**src/rtl/picomem_uart_fifo_if.sv**
```systemverilog
// PicoMem bus bundle between a CPU-side master and a peripheral slave.
// One request per valid; the slave answers with a one-cycle ready pulse.
interface picomem_uart_fifo_if;
  logic        valid;
  logic [31:0] addr;
  logic [31:0] wdata;
  logic [3:0]  wstrb;
  logic        ready;
  logic [31:0] rdata;

  modport master (output valid, addr, wdata, wstrb, input  ready, rdata);
  modport slave  (input  valid, addr, wdata, wstrb, output ready, rdata);
endinterface

```
**src/rtl/picomem_uart_fifo.sv**
```systemverilog
// PicoMem UART slave: TX/RX byte FIFOs, programmable baud divider, single clock domain.
// Optional IRQ_EN register and interrupt output are enabled by defining UART_FIFO_IRQ_EN.

module picomem_uart_fifo_buf #(
  parameter int unsigned DEPTH_LOG2 = 4
) (
  input  logic                  clk,
  input  logic                  rst_n,
  input  logic                  push,
  input  logic [7:0]            wdata,
  input  logic                  pop,
  output logic [7:0]            rdata,
  output logic                  full,
  output logic                  empty,
  output logic [DEPTH_LOG2:0]   count
);
  localparam int unsigned DEPTH = 2 ** DEPTH_LOG2;
  localparam logic [DEPTH_LOG2:0] PTR_ONE  = {{DEPTH_LOG2{1'b0}}, 1'b1};
  localparam logic [DEPTH_LOG2:0] PTR_WRAP = {1'b1, {DEPTH_LOG2{1'b0}}};

  logic [7:0]          mem_q [DEPTH];
  logic [DEPTH_LOG2:0] wptr_q, wptr_d, rptr_q, rptr_d;
  logic                do_push, do_pop;

  assign count = wptr_q - rptr_q;
  assign empty = (wptr_q == rptr_q);
  assign full  = ((wptr_q ^ rptr_q) == PTR_WRAP);
  // Empty-FIFO pass-through hands the incoming byte straight to the reader.
  assign rdata = empty ? wdata : mem_q[rptr_q[DEPTH_LOG2-1:0]];

  always_comb begin
    do_push = push & (~full | pop);
    do_pop  = pop & (~empty | push);
    wptr_d  = do_push ? wptr_q + PTR_ONE : wptr_q;
    rptr_d  = do_pop  ? rptr_q + PTR_ONE : rptr_q;
  end

  // NOTE: storage is not reset; the pointers are, so stale contents are never observable.
  always_ff @(posedge clk) begin
    if (do_push) mem_q[wptr_q[DEPTH_LOG2-1:0]] <= wdata;
  end

  always_ff @(posedge clk or negedge rst_n) begin
    if (!rst_n) begin
      wptr_q <= '0;
      rptr_q <= '0;
    end else begin
      wptr_q <= wptr_d;
      rptr_q <= rptr_d;
    end
  end
endmodule

module picomem_uart_fifo #(
  parameter int unsigned CLK_HZ        = 27000000,
  parameter int unsigned BAUD          = 115200,
  parameter int unsigned TX_DEPTH_LOG2 = 4,
  parameter int unsigned RX_DEPTH_LOG2 = 4
) (
  input  logic                      clk,
  input  logic                      ext_reset,
  picomem_uart_fifo_if.slave        mem_s,
  input  logic                      ser_rx,
  output logic                      ser_tx,
  output logic                      irq
);
  localparam logic [15:0] DIV_RESET = 16'(CLK_HZ / BAUD);

  typedef enum logic [1:0] {S_IDLE, S_START, S_DATA, S_STOP} uart_state_e;

  logic        ready_q, ready_d;
  logic [31:0] rdata_q, rdata_d;
  logic [15:0] div_q, div_d, eff_div;
  logic        ovr_q, ovr_d, ferr_q, ferr_d;

  uart_state_e tx_state_q, tx_state_d;
  logic [15:0] tx_cnt_q, tx_cnt_d, tx_per_q, tx_per_d;
  logic [2:0]  tx_bit_q, tx_bit_d;
  logic [7:0]  tx_shift_q, tx_shift_d;
  logic        tx_out_q, tx_out_d, tx_bit_end;

  uart_state_e rx_state_q, rx_state_d;
  logic [15:0] rx_cnt_q, rx_cnt_d, rx_per_q, rx_per_d;
  logic [2:0]  rx_bit_q, rx_bit_d;
  logic [7:0]  rx_shift_q, rx_shift_d;
  logic        rx_sync1_q, rx_sync2_q, rx_prev_q;

  logic                   tx_push, tx_pop, tx_full, tx_empty;
  logic [7:0]             tx_rdata;
  logic [TX_DEPTH_LOG2:0] tx_count;
  logic                   rx_push, rx_pop, rx_full, rx_empty;
  logic [7:0]             rx_rdata;
  logic [RX_DEPTH_LOG2:0] rx_count;

  logic [1:0]  sel;
  logic        is_wr, tx_wr_data, accept;
  logic        clr_ovr, clr_ferr, set_ovr, set_ferr;
  logic [31:0] status;
  logic        unused_bus;

`ifdef UART_FIFO_IRQ_EN
  logic [2:0] irq_en_q, irq_en_d;
  logic       irq_q, irq_d;
`endif

  assign unused_bus = ^{mem_s.addr[31:4], mem_s.addr[1:0], mem_s.wdata[31:16]};
  assign eff_div    = (div_q < 16'd4) ? 16'd4 : div_q;
  assign status     = {8'h00, 8'(rx_count), 8'(tx_count), 3'b000,
                       ferr_q, ovr_q, rx_empty, tx_empty, tx_full};
  assign ser_tx      = tx_out_q;
  assign mem_s.ready = ready_q;
  assign mem_s.rdata = rdata_q;

  picomem_uart_fifo_buf #(.DEPTH_LOG2(TX_DEPTH_LOG2)) u_tx_fifo (
    .clk(clk), .rst_n(ext_reset), .push(tx_push), .wdata(mem_s.wdata[7:0]),
    .pop(tx_pop), .rdata(tx_rdata), .full(tx_full), .empty(tx_empty), .count(tx_count)
  );

  picomem_uart_fifo_buf #(.DEPTH_LOG2(RX_DEPTH_LOG2)) u_rx_fifo (
    .clk(clk), .rst_n(ext_reset), .push(rx_push), .wdata(rx_shift_q),
    .pop(rx_pop), .rdata(rx_rdata), .full(rx_full), .empty(rx_empty), .count(rx_count)
  );

  // Bus decode; a DATA write into a full TX FIFO waits unless a slot frees this cycle.
  always_comb begin
    // NOTE: every variable gets a default first; a missed branch would otherwise infer a latch.
    sel        = mem_s.addr[3:2];
    is_wr      = |mem_s.wstrb;
    tx_wr_data = mem_s.valid && (sel == 2'd0) && mem_s.wstrb[0];
    accept     = mem_s.valid && !ready_q && !(tx_wr_data && tx_full && !tx_pop);
    tx_push    = accept && tx_wr_data;
    rx_pop     = accept && (sel == 2'd0) && !is_wr && !rx_empty;
    ready_d    = accept;
    rdata_d    = '0;
    div_d      = div_q;
    clr_ovr    = 1'b0;
    clr_ferr   = 1'b0;
`ifdef UART_FIFO_IRQ_EN
    irq_en_d   = irq_en_q;
`endif
    if (accept) begin
      case (sel)
        2'd0: if (!is_wr) rdata_d = rx_empty ? 32'hFFFF_FFFF : {23'b0, 1'b1, rx_rdata};
        2'd1: begin
          if (is_wr) begin
            if (mem_s.wstrb[0]) div_d[7:0]  = mem_s.wdata[7:0];
            if (mem_s.wstrb[1]) div_d[15:8] = mem_s.wdata[15:8];
          end else begin
            rdata_d = {16'b0, div_q};
          end
        end
        2'd2: begin
          if (is_wr) begin
            clr_ovr  = mem_s.wstrb[0] & mem_s.wdata[3];
            clr_ferr = mem_s.wstrb[0] & mem_s.wdata[4];
          end else begin
            rdata_d = status;
          end
        end
        default: begin
`ifdef UART_FIFO_IRQ_EN
          if (is_wr) begin
            if (mem_s.wstrb[0]) irq_en_d = mem_s.wdata[2:0];
          end else begin
            rdata_d = {29'b0, irq_en_q};
          end
`else
          if (!is_wr) rdata_d = 32'hDEAD_BEEF;
`endif
        end
      endcase
    end
    // A new error event wins over a simultaneous clear.
    ovr_d  = (ovr_q & ~clr_ovr) | set_ovr;
    ferr_d = (ferr_q & ~clr_ferr) | set_ferr;
  end

  always_comb begin
    tx_state_d = tx_state_q;
    tx_cnt_d   = tx_cnt_q + 16'd1;
    tx_per_d   = tx_per_q;
    tx_bit_d   = tx_bit_q;
    tx_shift_d = tx_shift_q;
    tx_out_d   = tx_out_q;
    tx_pop     = 1'b0;
    tx_bit_end = (tx_cnt_q == tx_per_q - 16'd1);
    case (tx_state_q)
      S_IDLE: begin
        tx_cnt_d = '0;
        tx_out_d = 1'b1;
        if (!tx_empty) begin
          tx_pop     = 1'b1;
          tx_shift_d = tx_rdata;
          tx_per_d   = eff_div;
          tx_out_d   = 1'b0;
          tx_state_d = S_START;
        end
      end
      S_START: if (tx_bit_end) begin
        tx_cnt_d   = '0;
        tx_per_d   = eff_div;
        tx_bit_d   = '0;
        tx_out_d   = tx_shift_q[0];
        tx_state_d = S_DATA;
      end
      S_DATA: if (tx_bit_end) begin
        tx_cnt_d = '0;
        tx_per_d = eff_div;
        if (tx_bit_q == 3'd7) begin
          tx_out_d   = 1'b1;
          tx_state_d = S_STOP;
        end else begin
          tx_bit_d   = tx_bit_q + 3'd1;
          tx_shift_d = {1'b0, tx_shift_q[7:1]};
          tx_out_d   = tx_shift_q[1];
        end
      end
      default: if (tx_bit_end) begin
        // Chain straight into the next start bit when more data is queued.
        tx_cnt_d = '0;
        tx_per_d = eff_div;
        if (!tx_empty) begin
          tx_pop     = 1'b1;
          tx_shift_d = tx_rdata;
          tx_out_d   = 1'b0;
          tx_state_d = S_START;
        end else begin
          tx_out_d   = 1'b1;
          tx_state_d = S_IDLE;
        end
      end
    endcase
  end

  always_comb begin
    rx_state_d = rx_state_q;
    rx_cnt_d   = rx_cnt_q + 16'd1;
    rx_per_d   = rx_per_q;
    rx_bit_d   = rx_bit_q;
    rx_shift_d = rx_shift_q;
    rx_push    = 1'b0;
    set_ovr    = 1'b0;
    set_ferr   = 1'b0;
    case (rx_state_q)
      S_IDLE: begin
        rx_cnt_d = '0;
        if (rx_prev_q && !rx_sync2_q) begin
          rx_per_d   = eff_div;
          rx_state_d = S_START;
        end
      end
      S_START: if (rx_cnt_q == (rx_per_q >> 1) - 16'd1) begin
        // Mid start bit: a high line means the falling edge was a glitch.
        rx_cnt_d   = '0;
        rx_per_d   = eff_div;
        rx_bit_d   = '0;
        rx_state_d = rx_sync2_q ? S_IDLE : S_DATA;
      end
      S_DATA: if (rx_cnt_q == rx_per_q - 16'd1) begin
        rx_cnt_d   = '0;
        rx_per_d   = eff_div;
        rx_shift_d = {rx_sync2_q, rx_shift_q[7:1]};
        rx_bit_d   = rx_bit_q + 3'd1;
        if (rx_bit_q == 3'd7) rx_state_d = S_STOP;
      end
      default: if (rx_cnt_q == rx_per_q - 16'd1) begin
        rx_cnt_d   = '0;
        rx_state_d = S_IDLE;
        if (!rx_sync2_q)             set_ferr = 1'b1;
        else if (rx_full && !rx_pop) set_ovr  = 1'b1;
        else                         rx_push  = 1'b1;
      end
    endcase
  end

`ifdef UART_FIFO_IRQ_EN
  assign irq_d = (irq_en_q[0] & ~rx_empty)
               | (irq_en_q[1] & tx_empty & (tx_state_q == S_IDLE))
               | (irq_en_q[2] & (ovr_q | ferr_q));
  assign irq   = irq_q;
`else
  assign irq   = 1'b0;
`endif

  // NOTE: sequential state uses non-blocking assignments only, so every flop sees pre-edge values.
  always_ff @(posedge clk or negedge ext_reset) begin
    if (!ext_reset) begin
      ready_q    <= 1'b0;
      rdata_q    <= '0;
      div_q      <= DIV_RESET;
      ovr_q      <= 1'b0;
      ferr_q     <= 1'b0;
      tx_state_q <= S_IDLE;
      tx_cnt_q   <= '0;
      tx_per_q   <= DIV_RESET;
      tx_bit_q   <= '0;
      tx_shift_q <= '0;
      tx_out_q   <= 1'b1;
      rx_state_q <= S_IDLE;
      rx_cnt_q   <= '0;
      rx_per_q   <= DIV_RESET;
      rx_bit_q   <= '0;
      rx_shift_q <= '0;
      rx_sync1_q <= 1'b1;
      rx_sync2_q <= 1'b1;
      rx_prev_q  <= 1'b1;
`ifdef UART_FIFO_IRQ_EN
      irq_en_q   <= '0;
      irq_q      <= 1'b0;
`endif
    end else begin
      ready_q    <= ready_d;
      rdata_q    <= rdata_d;
      div_q      <= div_d;
      ovr_q      <= ovr_d;
      ferr_q     <= ferr_d;
      tx_state_q <= tx_state_d;
      tx_cnt_q   <= tx_cnt_d;
      tx_per_q   <= tx_per_d;
      tx_bit_q   <= tx_bit_d;
      tx_shift_q <= tx_shift_d;
      tx_out_q   <= tx_out_d;
      rx_state_q <= rx_state_d;
      rx_cnt_q   <= rx_cnt_d;
      rx_per_q   <= rx_per_d;
      rx_bit_q   <= rx_bit_d;
      rx_shift_q <= rx_shift_d;
      rx_sync1_q <= ser_rx;
      rx_sync2_q <= rx_sync1_q;
      rx_prev_q  <= rx_sync2_q;
`ifdef UART_FIFO_IRQ_EN
      irq_en_q   <= irq_en_d;
      irq_q      <= irq_d;
`endif
    end
  end
endmodule
```
**src/flat_wrapper.sv**
```systemverilog
// flat-port wrapper written by rule: the top's interface ports become plain ports
module picomem_uart_fifo_flat 
#(
  parameter int unsigned CLK_HZ        = 27000000,
  parameter int unsigned BAUD          = 115200,
  parameter int unsigned TX_DEPTH_LOG2 = 4,
  parameter int unsigned RX_DEPTH_LOG2 = 4
)
  (clk, ext_reset, ser_rx, ser_tx, irq, mem_s_valid, mem_s_addr, mem_s_wdata, mem_s_wstrb, mem_s_ready, mem_s_rdata);
  picomem_uart_fifo_if mem_s_i ();
  input  logic clk;
  input  logic ext_reset;
  input  logic ser_rx;
  output logic ser_tx;
  output logic irq;
  input wire logic [$bits(mem_s_i.valid)-1:0] mem_s_valid;
  input wire logic [$bits(mem_s_i.addr)-1:0] mem_s_addr;
  input wire logic [$bits(mem_s_i.wdata)-1:0] mem_s_wdata;
  input wire logic [$bits(mem_s_i.wstrb)-1:0] mem_s_wstrb;
  output wire logic [$bits(mem_s_i.ready)-1:0] mem_s_ready;
  output wire logic [$bits(mem_s_i.rdata)-1:0] mem_s_rdata;
  assign mem_s_i.valid = mem_s_valid;
  assign mem_s_i.addr = mem_s_addr;
  assign mem_s_i.wdata = mem_s_wdata;
  assign mem_s_i.wstrb = mem_s_wstrb;
  assign mem_s_ready = mem_s_i.ready;
  assign mem_s_rdata = mem_s_i.rdata;
  picomem_uart_fifo #(.CLK_HZ(CLK_HZ), .BAUD(BAUD), .TX_DEPTH_LOG2(TX_DEPTH_LOG2), .RX_DEPTH_LOG2(RX_DEPTH_LOG2)) u_core (.clk(clk), .ext_reset(ext_reset), .mem_s(mem_s_i), .ser_rx(ser_rx), .ser_tx(ser_tx), .irq(irq));
endmodule
```
**config.mk**
```make
export PLATFORM = sky130hd
export DESIGN_NAME = picomem_uart_fifo_flat
export DESIGN_NICKNAME = d
export VERILOG_FILES = /design/src/rtl/picomem_uart_fifo_if.sv /design/src/rtl/picomem_uart_fifo.sv /design/src/flat_wrapper.sv
export SDC_FILE = /design/constraint.sdc
export NUM_CORES = 1
export LEC_CHECK = 0
export ABC_AREA = 1
export CELL_PAD_IN_SITES_DETAIL_PLACEMENT = 2
export CELL_PAD_IN_SITES_GLOBAL_PLACEMENT = 2
export CORE_UTILIZATION = 40
export CTS_BUF_LIST = sky130_fd_sc_hd__clkbuf_2
export CTS_CLUSTER_DIAMETER = 50
export DETAILED_ROUTE_END_ITERATION = 16
export GPL_TIMING_DRIVEN = 0
export PLACE_DENSITY = 0.85
export SYNTH_ARGS = -nofsm -noshare
export SYNTH_HDL_FRONTEND = slang
export SYNTH_SLANG_ARGS = --single-unit
```
**constraint.sdc**
```tcl
create_clock -name clk -period 4.8 [get_ports clk]
set_input_delay 0.96 -clock clk [delete_from_list [all_inputs] [get_ports clk]]
set_output_delay 0.96 -clock clk [all_outputs]
set_load 0.005 [all_outputs]
```
* After elaboration in Yosys (flattened, before gate mapping)
Memories as Yosys holds them, arrays and structs flattened.
Index checks and enable logic that the tools add are counted.
** Word-level totals
- ROM bits :: 0
- Register bits after elaboration :: 165
- Output and inout port bits :: 35
- Logic and storage cells :: 204
- Bits in latches :: 0
- Input port bits :: 72
- Bits in writable memories :: 256
- Memories :: 2
** Memory list
- u_core.u_rx_fifo.mem_q :: words 16, bits a word 8, read ports 1, clocked after Yosys merged registers in 0, write ports 1, RTL line picomem_uart_fifo.sv:21 : logic [7:0] mem_q [DEPTH];
- u_core.u_tx_fifo.mem_q :: words 16, bits a word 8, read ports 1, clocked after Yosys merged registers in 0, write ports 1, RTL line picomem_uart_fifo.sv:21
** Operators by class
- Shifts and indexed selects :: 0
- Equal/unequal tests :: 24
- Multiply operators :: 0
- Bitwise operators :: 23
- $lt $le $gt $ge :: 1
- Divide/modulo/power cells :: 0
- Add/subtract/negate cells :: 13
- Multiplexer cells :: 76
- Reduce and logical (&&, ||, !) cells :: 41
** Operators by type and width (number)
- two-way mux 16 bit :: 12
- two-way mux 32 bit :: 4
- case mux 32 bit (3 select lines) :: 1
- equality test 16 bit :: 3
- case mux 16 bit (3 select lines) :: 1
- adder 16 x 1 -> 16 bit (second input constant) :: 2
- two-way mux 8 bit :: 4
- case mux 16 bit (2 select lines) :: 1
- subtractor 16 x 1 -> 16 bit (second input constant) :: 2
- two-way mux 1 bit :: 29
- case mux 8 bit (3 select lines) :: 1
- two-way mux 2 bit :: 11
- two-way mux 21 bit :: 1
- adder 5 x 1 -> 5 bit (second input constant) :: 4
- AND reduction 4 bit :: 5
- less-than comparator 16 x 3 -> 1 bit (second input constant) :: 1
- subtractor 15 x 1 -> 16 bit (second input constant) :: 1
- two-way mux 3 bit :: 5
- != test 2 x 1 -> 1 bit (second input constant) :: 7
- logical AND 1 bit :: 12
- case mux 2 bit (3 select lines) :: 2
- case mux 3 bit (2 select lines) :: 2
- equality test 5 bit :: 2
- equality test 5 bit (second input constant) :: 2
- 22 further kinds :: 63

* Longest topological paths before layout
Gate-level depths: netlist (run 1).
- Depth in word-level cells :: 20
- Depth in mapped cells :: 18
- Depth with buffers taken out :: 18

* Cells and area by module
Synthesis (run 1) repeated with hierarchy kept, for this count alone.
** Unflattened totals
- Cell total of the unflattened synthesis :: 2288
- Area total of the unflattened synthesis :: 20689.8 µm²
** By module, submodules not included
- picomem_uart_fifo :: times used 1, area each 7913.8 µm², cells an instance 997, seq. area each 3427.0 µm²
- picomem_uart_fifo_buf at u_core.u_rx_fifo :: times used 1, area each 6408.6 µm², cells an instance 646, seq. area each 4093.9 µm²
- picomem_uart_fifo_buf at u_core.u_tx_fifo :: times used 1, area each 6367.4 µm², cells an instance 645, seq. area each 4093.9 µm²

* Worst setup path before layout (run 1)
Ideal clock, no wire load.
- Path kind :: input to register
- From :: input port mem_s_wstrb[0]
- To :: memory u_core.u_rx_fifo.mem_q[12][0] (enable)
- Stages on the path :: 8
- Path slack :: 1509 ps
- Data arrival time :: 2908 ps
- Required time :: 4417 ps
- Library setup time :: 383 ps
- Cell sequence :: nor4_4 inv_1 nor2_1 nand3_1 nand2_1 nand2_1 buf_6 nor3_1
** On the way
- Longest elaborated chain between the ends :: 17
** Ends and longest elaborated chain
- start: declaration :: RTL line flat_wrapper.sv:19 : input wire logic [$bits(mem_s_i.wstrb)-1:0] mem_s_wstrb;
- logical AND 1 bit :: RTL line picomem_uart_fifo.sv:129 : tx_wr_data = mem_s.valid && (sel == 2'd0) && mem_s.wstrb[0];
- logical AND 1 bit (2 in series) :: RTL line picomem_uart_fifo.sv:130 : accept = mem_s.valid && !ready_q && !(tx_wr_data && tx_full && !tx_pop);
- zero test 1 bit :: RTL line picomem_uart_fifo.sv:130
- logical AND 1 bit :: RTL line picomem_uart_fifo.sv:130
- logical AND 1 bit :: RTL line picomem_uart_fifo.sv:132 : rx_pop = accept && (sel == 2'd0) && !is_wr && !rx_empty;
- logical AND 1 bit * (2 in series) :: RTL line picomem_uart_fifo.sv:132
- zero test 1 bit :: RTL line picomem_uart_fifo.sv:270 : else if (rx_full && !rx_pop) set_ovr = 1'b1;
- logical AND 1 bit :: RTL line picomem_uart_fifo.sv:270
- two-way mux 1 bit :: RTL line picomem_uart_fifo.sv:270
- two-way mux 1 bit :: RTL line picomem_uart_fifo.sv:269 : if (!rx_sync2_q) set_ferr = 1'b1;
- two-way mux 1 bit :: RTL line picomem_uart_fifo.sv:266 : default: if (rx_cnt_q == rx_per_q - 16'd1) begin
- two-way mux 1 bit :: RTL line picomem_uart_fifo.sv:244 : case (rx_state_q)
- bitwise AND 1 bit * :: RTL line picomem_uart_fifo.sv:32 : do_push = push & (~full | pop);
- two-way mux 1 bit * :: RTL line picomem_uart_fifo.sv:40 : if (do_push) mem_q[wptr_q[DEPTH_LOG2-1:0]] <= wdata;
- two-way mux 1 bit (not written as such) * :: RTL line picomem_uart_fifo.sv:40
- end: declaration :: RTL line picomem_uart_fifo.sv:21
Every way passes the cells marked *; elsewhere a longest branch is shown, timed or not.

* Final worst setup path (run 1)
- From :: register u_core.u_tx_fifo.rptr_q[2]
- To :: memory u_core.u_rx_fifo.mem_q[14][6] (enable)
** On the way
- Longest elaborated chain between the ends :: 20
** Ends and longest elaborated chain
- start: declaration :: RTL line picomem_uart_fifo.sv:22 : logic [DEPTH_LOG2:0] wptr_q, wptr_d, rptr_q, rptr_d;
- start signal: assignment :: RTL line picomem_uart_fifo.sv:49 : rptr_q <= rptr_d;
- equality test 5 bit :: RTL line picomem_uart_fifo.sv:26 : assign empty = (wptr_q == rptr_q);
- two-way mux 1 bit :: RTL line picomem_uart_fifo.sv:191, picomem_uart_fifo.sv:222
- two-way mux 1 bit :: RTL line picomem_uart_fifo.sv:218 : default: if (tx_bit_end) begin
- case mux 1 bit (2 select lines) :: RTL line picomem_uart_fifo.sv:187 : case (tx_state_q)
- zero test 1 bit :: RTL line picomem_uart_fifo.sv:130
- logical AND 1 bit * :: RTL line picomem_uart_fifo.sv:130
- zero test 1 bit * :: RTL line picomem_uart_fifo.sv:130
- logical AND 1 bit * :: RTL line picomem_uart_fifo.sv:130
- [... 4 more ...]
- logical AND 1 bit :: RTL line picomem_uart_fifo.sv:270
- two-way mux 1 bit :: RTL line picomem_uart_fifo.sv:270
- two-way mux 1 bit :: RTL line picomem_uart_fifo.sv:269
- two-way mux 1 bit :: RTL line picomem_uart_fifo.sv:266
- two-way mux 1 bit :: RTL line picomem_uart_fifo.sv:244
- bitwise AND 1 bit * :: RTL line picomem_uart_fifo.sv:32
- two-way mux 1 bit * :: RTL line picomem_uart_fifo.sv:40
- two-way mux 1 bit (not written as such) * :: RTL line picomem_uart_fifo.sv:40
Marks and branches as above.

==> flow_summary.json, run 1 <==
{
  "outcome": "completed",
  "cts_tree": "built",
  "nets": 2188,
  "setup_viol": 0,
  "critPathArrivalTime_ns": 5.38,
  "via_per_inst": 5.56,
  "critPathKind": "flip-flop to flip-flop",
  "postSynthRegisterBits": 412,
  "worstPathRequired_ns": 5.56,
  "drtAntennaViolNets": 0,
  "max_freq_ghz": 0.216,
  "finalPower_uw": 8700,
  "syn-num-nets": 2015,
  "synth_cells": 1905,
  "wire_per_inst_um": 24.1,
  "r2r-end": "u_core.u_rx_fifo.mem_q[14][6]$_DFFE_PP_",
  "clockBufferDepth": 3,
  "async_reset_ff_frac": 0.379,
  "drc": 0,
  "grt_pass1_vias": 17500,
  "fin_util": 0.458,
  "worstSkewPairLatency_ns": 1.15,
  "die_area_mm2": 0.0493,
  "min_period_ns": 4.63,
  "ys.flop_type": "edfxtp_1",
  "overflow": 0,
  "syn_area_mm2": 0.0194,
  "max-slew-margin-rel": 0.276,
  "ys_warn_count": 0,
  "p_leak_uw": 0.00871,
  "row_count": 80,
  "timing.rr.start": "u_core.u_tx_fifo.rptr_q[2]$_DFFE_PN0P_",
  "path_max_fanout": 10,
  "drv_slew": 0,
  "root_buffer": "clkbuf_2",
  "io_pins": 107,
  "grt_use_total": 0.277,
  "drtIter0Drc": 958,
  "critical_path.startpoint_type": "flip-flop",
  "gp_congestion": 0.850,
  "ir_worst_vdd_v": 0.000210,
  "yosysSeqAreaShare": 0.600,
  "drv_cap": 0,
  "synth_top_area_frac": 0.397,
  "ff2ff_setup_slack_ns": 0.17,
  "hold_class": "input pin to flip-flop",
  "via_count": 15500,
  "avgSynthCellArea_um2": 10.2,
  "grt_max_degree": 94,
  "rsz0062_at_grt": "no",
  "grt_pass1_wl_um": 104000,
  "drtPass1Iterations": 5,
  "yosysTopAreaCell": "edfxtp_1",
  "holdPathEnd": "u_core.rx_sync1_q$_DFF_PN1_",
  "cts_buffers": 108,
  "layout_setup_ws_ns": 0.173,
  "layout_worst_path_cycle_share": 0.964,
  "synth-edff-count": 256,
  "tightest_slew_ns": 1.08,
  "start_util": 0.406,
  "area.growth.synth_to_final_pct": 12.8,
  "path_clk_slew_ns": 0.11,
  "ys_top_cells_by_area": "edfxtp_1 (40%), dfrtp_1 (18%), nor2_1 (5.6%)",
  "dp_slack_ns": -0.539,
  "die_w_um": 222,
  "reg2reg_depth": 15,
  "holdWs_ns": 0.294,
  "core-area_mm2": 0.0477,
  "dp_hpwl_um": 46900,
  "cp-end-kind": "flip-flop",
  "cts_sinks": 412,
  "synth.distinct_cells": 57,
  "drive_gt1_frac": 0.135,
  "htreeDepth": 3,
  "drt-total-wl_um": 67200,
  "hold_depth": 1,
  "post_cts_buffers": 0,
  "antenna_found_initial": 4,
  "die_h_um": 222,
  "hold_viol": 0,
  "p_per_area_mw_per_mm2": 398,
  "fin_skew_ns": 0.0841,
  "io_buffers": 57,
  "min_from": "ser_rx"
}
area by class of cell:
class / instances / area, um^2
fillers: 5054 / 25900
diodes: 5 / 12.5
flip-flops and latches: 412 / 11600
clock buffers: 161 / 806
multi-input cells: 1250 / 6810
clock inverters: 36 / 203
inverters: 163 / 612
well taps: 615 / 769
plain buffers: 80 / 373
repair buffers: 63 / 643
critical path, stage by stage, from the launching register on:
cell	delay (ns)
dfrtp_1	0.42
inv_1	0.20
clkbuf_1	0.69
ha_1	0.43
nand2_1	0.10
inv_1	0.07
nand3_1	0.09
nor2_1	0.15
nor2_1	0.17
nand3_1	0.13
nand3_2	0.13
nand3_1	0.19
nand2_1	0.28
nand2_1	0.18
buf_6	0.19
nor3_2	0.79
power breakdown:
group | leakage [uW] | total, uW | switching (uW) | internal [uW]
clock network | 0.000770 | 2590 | 1580 | 1010
registers | 0.00424 | 4190 | 256 | 3940
logic | 0.00370 | 1920 | 1280 | 640
total | 0.00871 | 8700 | 3120 | 5580
synth_stat cells, drive strengths merged, types with 2 or more instances:
master and count:
a311oi 3, xnor2 26, o22ai 31, nor2 309, a221oi 2, nor3 42
or2 7, nand3 83, dfrtp 137, mux2 7, nor4 4, a211oi 6
o2111ai 2, o221ai 28, dfstp 19, a21oi 53, clkbuf 59, inv 163
ha 36, o21a 3, fa 2, and2 2, o211ai 8, edfxtp 256
buf 21, o31ai 2, nand4 24, o21ai 227, nor3b 4, xor2 66
nand2 264
what timing repair did:
action	in CTS	in global routing
endpoints found under the hold margin	59	0
endpoints found under the setup margin	21	4
resized for setup	3	1
hold buffers	1	0
cells by family after synthesis:
logic type,after synthesis,synth area share
and+or+nand+nor,741,0.168
adders and majority gates,38,0.0253
muxes,8,0.00459
AOI/OAI and AO/OA,369,0.108
buffers and inverters,243,0.0508
other,1,0.000194
DFF,412,0.600
xor gates and xnor gates,93,0.0428
worst max path at each step:
stage               cells past startpoint                                   start                                       to  slack (ns)
floorplan                               8                          mem_s_wstrb[0]  u_core.u_rx_fifo.mem_q[12][0]$_DFFE_PP_        1.51
global placement                        1                               ext_reset         u_core.rx_shift_q[5]$_DFFE_PN0P_       -3.82
detailed placement                      9                          mem_s_wstrb[0]   u_core.u_rx_fifo.mem_q[9][7]$_DFFE_PP_       -0.54
finish                                 15  u_core.u_tx_fifo.rptr_q[2]$_DFFE_PN0P_  u_core.u_rx_fifo.mem_q[14][6]$_DFFE_PP_        0.17
CTS                                    14  u_core.u_tx_fifo.rptr_q[2]$_DFFE_PN0P_   u_core.u_rx_fifo.mem_q[0][7]$_DFFE_PP_        0.07
global route                           15  u_core.u_tx_fifo.rptr_q[2]$_DFFE_PN0P_  u_core.u_rx_fifo.mem_q[14][6]$_DFFE_PP_        0.06
through the flow:
stage / cells / TNS, ns / area [um^2]
finish: 2785 / 0 / 21800
global route: 2785 / 0 / 21800
CTS: 2778 / 0 / 21800
detailed placement: 2580 / -28.42 / 20800
global placement: 2577 / -589.69 / 20700
floorplan: 1905 / 0 / 19400
registers in the layout, summed over array words and instances (netlist names), 2 cells and up:
signal and count:
u_core.div_q 16, u_core.mem_s.rdata 23, u_core.rx_bit_q 3, u_core.rx_cnt_q 16, u_core.rx_per_q 16, u_core.rx_shift_q 8
u_core.rx_state_q 2, u_core.tx_bit_q 3, u_core.tx_cnt_q 16, u_core.tx_per_q 16, u_core.tx_shift_q 8, u_core.tx_state_q 2
u_core.u_rx_fifo.mem_q 128, u_core.u_rx_fifo.rptr_q 5, u_core.u_rx_fifo.wptr_q 5, u_core.u_tx_fifo.mem_q 128, u_core.u_tx_fifo.rptr_q 5, u_core.u_tx_fifo.wptr_q 5
layout by cell type, fill, tap and decap left out, types with 13 or more instances in the layout:
cell type	count
a21oi_1	53
nand2_1	249
nand2_2	13
inv_1	155
nand3_1	78
o22ai_1	31
edfxtp_1	256
clkinv_1	26
o21ai_0	210
o221ai_1	28
clkdlybuf4s50_1	56
xor2_1	66
nor3_1	31
nor2_1	289
dfstp_2	19
nand4_1	24
xnor2_1	26
clkbuf_2	161
dfrtp_1	137
ha_1	36
clkbuf_1	59
per-layer routing:
layer  global-route usage  vias to the layer above  share of wire
met4                0.107                        4          0.033
met2                0.487                      410           0.51
met5                    0                        -        0.00039
met1                0.334                     8001           0.41
met3               0.0543                      137          0.045
li1                     -                     6946              -
No activity file was read; power rests on OpenSTA's default activity.
==> inputs of run 2 (changes only) <==
Settings changed: SETUP_SLACK_MARGIN set to 0.4.
==> run 2 against run 1 <==
Register-to-register slack improved by 0.40 ns. Die area did not move. Combinational power barely moved. Flip-flop and latch count did not move. Routed wire length rose by 0.36%. Count of clock-buffer cells in the layout did not move. Sequential power barely moved. Critical endpoint is now u_core.u_rx_fifo.mem_q[4][6]$_DFFE_PP_. Largest cell class unchanged.
==> flow_summary.json, run 2 (same netlist as run 1, synthesis figures left out) <==
{
  "cp-end-kind": "flip-flop",
  "ir_worst_vdd_v": 0.000210,
  "core-area_mm2": 0.0477,
  "timing.rr.start": "u_core.u_tx_fifo.rptr_q[2]$_DFFE_PN0P_",
  "gp_congestion": 0.850,
  "path_max_fanout": 10,
  "overflow": 0,
  "r2r-end": "u_core.u_rx_fifo.mem_q[4][6]$_DFFE_PP_",
  "critPathArrivalTime_ns": 4.97,
  "holdPathEnd": "u_core.rx_sync1_q$_DFF_PN1_",
  "via_count": 15500,
  "wire_per_inst_um": 24.2,
  "cts_tree": "built",
  "ff2ff_setup_slack_ns": 0.58,
  "fillers": 5061,
  "layoutNonFillerInstCount": 2783,
  "crit_path_cell_trace": "inv_1, clkbuf_2, ha_1, nand2_1, inv_1, nand3_1, nor2_1, nor2_1, nand3_1, nand3_2, nand3_1, nand2_1, nand2_1, buf_6, nor3_2",
  "critPathKind": "flip-flop to flip-flop",
  "outcome": "completed",
  "dp_hpwl_um": 46900,
  "drv_cap": 0,
  "htreeDepth": 3,
  "crit_path_top_delay_cell": "nor3_2",
  "via_per_inst": 5.57,
  "io_pins": 107,
  "drc": 0,
  "p_leak_uw": 0.00875,
  "max-slew-margin-rel": 0.272,
  "layout_worst_path_cycle_share": 0.880,
  "die_h_um": 222,
  "worstSkewPairLatency_ns": 1.18,
  "setup_viol": 0,
  "grt_use_total": 0.279,
  "dp_slack_ns": -0.539,
  "worstPathRequired_ns": 5.54,
  "max_stage_delay_ns": 0.69,
  "worst-path-buf-inv": 4,
  "area.growth.synth_to_final_pct": 12.9,
  "row_count": 80,
  "io_buffers": 57,
  "die_area_mm2": 0.0493,
  "critical_path.startpoint_type": "flip-flop",
  "crit_family": "simple AND/OR/NAND/NOR gates",
  "nets": 2186,
  "grt_pass1_vias": 17500,
  "max_freq_ghz": 0.237,
  "drive_gt1_frac": 0.138,
  "rsz0062_at_grt": "no",
  "clockBufferDepth": 3,
  "mostFrequentLayoutCells": "nor2_1 (287), edfxtp_1 (256), nand2_1 (249)",
  "die_w_um": 222,
  "hold_viol": 0,
  "hold_class": "input pin to flip-flop",
  "reg2reg_depth": 15,
  "grt_pass1_wl_um": 105000,
  "cts_buffers": 108,
  "drtPass1Iterations": 6,
  "start_util": 0.406,
  "hold_depth": 1,
  "drtIter0Drc": 929,
  "worst-path-stages": 15,
  "cts_sinks": 412,
  "post_cts_buffers": 0,
  "drt-total-wl_um": 67400,
  "fin_skew_ns": 0.103,
  "min_from": "ser_rx",
  "p_per_area_mw_per_mm2": 398,
  "drtAntennaViolNets": 0,
  "tightest_slew_ns": 1.09,
  "dp_cells": 2580,
  "final_common_cell": "nor2_1",
  "min_period_ns": 4.22,
  "path_clk_slew_ns": 0.11,
  "layout_setup_ws_ns": 0.576,
  "timing.setup.tns_ns": 0,
  "root_buffer": "clkbuf_2",
  "drv_slew": 0,
  "antenna_found_initial": 3,
  "grt_max_degree": 94
}
==> run 2: cell types whose count changed in the layout (fill, tap and decap cells not counted) <==
| cell | before | now |
|---|---|---|
| clkbuf_2 | 161 | 164 |
| clkbuf_4 | 2 | 0 |
| nor3_1 | 31 | 29 |
| nor2_1 | 289 | 287 |
| nor3_4 | 1 | 4 |
| nor3_2 | 10 | 9 |
| clkbuf_1 | 59 | 56 |
| nor2_2 | 12 | 14 |
==> run 2: area by class of cell <==
type	count	area [um^2]	area share
Antenna cell	5	12.5	0.000572
Buffer	80	377	0.0172
Clock buffer	161	806	0.0368
Clock inverter	36	203	0.00927
Inverter	163	612	0.0280
Multi-Input combinational cell	1250	6850	0.313
Sequential cell	412	11600	0.531
Tap cell	615	769	0.0352
Timing Repair Buffer	61	628	0.0287
==> run 2: where the power goes <==
part | switching, uW | internal, uW
logic | 1280 | 639
registers | 254 | 3940
clock network | 1580 | 1010
==> run 2: how the worst max path moves through the flow <==
| stage | start | endpoint | slack [ns] |
|---|---|---|---|
| 3_3_place_gp | ext_reset | u_core.rx_shift_q[5]$_DFFE_PN0P_ | -3.82 |
| 2_1_floorplan | mem_s_wstrb[0] | u_core.u_rx_fifo.mem_q[12][0]$_DFFE_PP_ | 1.51 |
| 4_1_cts | u_core.u_tx_fifo.rptr_q[2]$_DFFE_PN0P_ | u_core.u_rx_fifo.mem_q[15][2]$_DFFE_PP_ | 0.40 |
| 6_report | u_core.u_tx_fifo.rptr_q[2]$_DFFE_PN0P_ | u_core.u_rx_fifo.mem_q[4][6]$_DFFE_PP_ | 0.58 |
| 5_1_grt | u_core.u_tx_fifo.rptr_q[2]$_DFFE_PN0P_ | u_core.u_rx_fifo.mem_q[6][2]$_DFFE_PP_ | 0.46 |
| 3_5_place_dp | mem_s_wstrb[0] | u_core.u_rx_fifo.mem_q[9][7]$_DFFE_PP_ | -0.54 |
==> run 2: timing repair <==
action                                  CTS  global route
hold buffers                              1             0
endpoints found under the setup margin   89           143
endpoints found under the hold margin    59             0
gates resized for setup                  12             6
==> run 2: worst reg2reg max path: stages (launching register included) <==
cell and delay [ns]:
dfrtp_1 0.43, inv_1 0.21, clkbuf_2 0.41, ha_1 0.37
nand2_1 0.10, inv_1 0.07, nand3_1 0.09, nor2_1 0.14
nor2_1 0.17, nand3_1 0.13, nand3_2 0.13, nand3_1 0.20
nand2_1 0.27, nand2_1 0.18, buf_6 0.21, nor3_2 0.70
==> run 2: through the flow <==
stage	total power [uW]	cell area [um^2]	utilization	hold slack [ns]
finish	8700	21900	0.458	0.285
global route	9150	21900	0.458	0.156
CTS	8770	21900	0.458	0.210
detailed placement	6160	20800	0.435	0.356
global placement	6000	20700	0.434	0.348
floorplan	5460	19400	-	0.345
==> run 2: per-layer routing <==
layer  GRT usage  vias to the layer above  routed length (um)
met5           0                        -                  12
met4       0.111                        2                2220
met1       0.338                     8021               28100
met3      0.0513                      146                2830
li1            -                     6934                   -
met2       0.488                      397               34300
==> inputs of run 3 (changes only) <==
Settings changed: CORE_UTILIZATION 40 to 44, PLACE_DENSITY 0.85 to 0.92.
==> run 3 against run 2 <==
Fmax fell by 5.7%. Count of clock-buffer cells in the layout up 3. Final cell count down 0.22%. Critical endpoint is now u_core.mem_s.rdata[13]$_DFF_PN0_.
==> flow_summary.json, run 3 (same netlist as run 1, synthesis figures left out) <==
{
  "fin_util": 0.513,
  "critical_path.startpoint_type": "flip-flop",
  "drt-total-wl_um": 95600,
  "drive_gt1_frac": 0.158,
  "htreeDepth": 3,
  "dp_hpwl_um": 52000,
  "grt_pass1_wl_um": 138000,
  "nets": 2198,
  "die_w_um": 212,
  "gp_congestion": 0.862,
  "die_area_mm2": 0.0449,
  "rsz0062_at_grt": "yes",
  "root_buffer": "clkbuf_2",
  "die_h_um": 212,
  "grt_pass1_vias": 19500,
  "power_frac_clock": 0.315,
  "p_leak_uw": 0.00890,
  "setup_viol": 0,
  "clockBufferDepth": 3,
  "max_freq_ghz": 0.223,
  "max-slew-margin-rel": 0.266,
  "area.growth.synth_to_final_pct": 14.5,
  "switching_share": 0.406,
  "top_layer": "met5",
  "cts_sinks": 412,
  "critPathKind": "flip-flop to flip-flop",
  "dp_cells": 2553,
  "antenna_found_initial": 7,
  "hold_class": "input pin to flip-flop",
  "tightest_slew_ns": 1.10,
  "wire_per_inst_um": 34.4,
  "critPathArrivalTime_ns": 5.47,
  "outcome": "completed",
  "p_per_area_mw_per_mm2": 426,
  "cts_buffers": 105,
  "wl_met3_um": 9100,
  "drv_slew": 0,
  "holdWs_ns": 0.226,
  "drc": 0,
  "placed_area_mm2": 0.0208,
  "final_common_cell": "nor2_1",
  "ir_worst_vdd_v": 0.000240,
  "via_count": 18000,
  "p_switching_uw": 3840,
  "io_pins": 107,
  "power.share.sequential": 0.447,
  "drtIter0Drc": 2077,
  "grt_use_total": 0.431,
  "power_frac_comb": 0.238,
  "layoutNonFillerInstCount": 2777,
  "path_clk_slew_ns": 0.14,
  "wl_met2_um": 45000,
  "drv_cap": 0,
  "io_buffers": 57,
  "row_count": 76,
  "grt_max_degree": 103,
  "drtAntennaViolNets": 0,
  "worstSkewPairLatency_ns": 1.27,
  "hold_viol": 0,
  "worstPathRequired_ns": 5.79,
  "cp-end-kind": "flip-flop",
  "timing.setup.tns_ns": 0,
  "path_max_fanout": 10,
  "mostFrequentLayoutCells": "nor2_1 (271), edfxtp_1 (256), nand2_1 (248)",
  "met1Wirelength_um": 33500,
  "start_util": 0.448,
  "core-area_mm2": 0.0433,
  "finalInstanceArea_mm2": 0.0222,
  "overflow": 0,
  "min_period_ns": 4.48,
  "drtPass1Iterations": 5,
  "layout_worst_path_cycle_share": 0.933,
  "cts_tree": "built",
  "via_per_inst": 6.49,
  "fin_skew_ns": 0.126,
  "internal_power_uw": 5610
}
run 3: changes by cell type in the layout (fill, tap and decap cells not counted), sizes merged:
cell,change
inv,-1
clkinv,-3
clkbuf,+2
buf,+16
diode,+10
run 3: layout make-up:
type / instances / area (um^2)
clock inverter: 32 / 196
clock buffer: 164 / 821
buffer: 80 / 382
sequential: 412 / 11600
tap: 585 / 732
antenna: 15 / 37.5
inverter: 163 / 612
fill: 4413 / 21100
multi-input combinational: 1250 / 6970
timing repair buffer: 76 / 810
run 3: repair_timing:
item	in CTS	in global routing
endpoints found under the hold margin	51	0
endpoints found under the setup margin	256	257
hold buffers	1	0
pin swaps	2	5
resized for setup	28	23
setup buffers	3	9
run 3: power groups by stage:
stage          registers, uW  clock network [uW]  logic (uW)
2_1_floorplan           4150                   0        1310
3_3_place_gp            4240                   0        1740
3_5_place_dp            4260                   0        1950
4_1_cts                 4200                2810        2130
5_1_grt                 4230                3070        2350
6_report                4220                2970        2250
run 3: per-stage QoR:
step,total power (uW),setup slack (ns)
finish,9440,0.320
detailed placement,6210,-0.669
global route,9640,0.321
floorplan,5460,1.51
global placement,5970,-3.97
CTS,9140,0.332
run 3: routing by layer:
metal	track usage	up-vias
li1	-	6976
met1	0.491	9078
met2	0.700	1413
met3	0.120	539
met4	0.304	4
met5	0	-
run 3: path summary, 6_finish.rpt:
path | endpoint | slack (ns) | cells after the start | startpoint
worst max-delay path | u_core.mem_s.rdata[13]$_DFF_PN0_ | 0.32 | 14 | u_core.u_rx_fifo.rptr_q[3]$_DFFE_PN0P_
worst min-delay path | u_core.rx_sync1_q$_DFF_PN1_ | 0.23 | 1 | ser_rx
worst max register to register | u_core.mem_s.rdata[13]$_DFF_PN0_ | 0.32 | 14 | u_core.u_rx_fifo.rptr_q[3]$_DFFE_PN0P_
worst min register to register | u_core.rx_sync2_q$_DFF_PN1_ | 0.38 | 0 | u_core.rx_sync1_q$_DFF_PN1_
max in group asynchronous | u_core.mem_s.rdata[11]$_DFF_PN0_ | 3.51 | 3 | ext_reset
min in group asynchronous | u_core.rx_per_q[4]$_DFFE_PN0P_ | 0.24 | 2 | ext_reset
run 3: worst max-delay path: stages, from the launching register on:
cell and delay, ns:
dfrtp_1 0.42, clkbuf_2 0.25, inv_1 0.15, clkbuf_1 0.69
ha_1 0.32, nand2_1 0.08, inv_1 0.13, nand3_1 0.16
nor2_1 0.40, inv_1 0.26, nor3_1 0.25, inv_1 0.12
nand2_1 0.34, a21oi_1 0.17, nor2_1 0.47
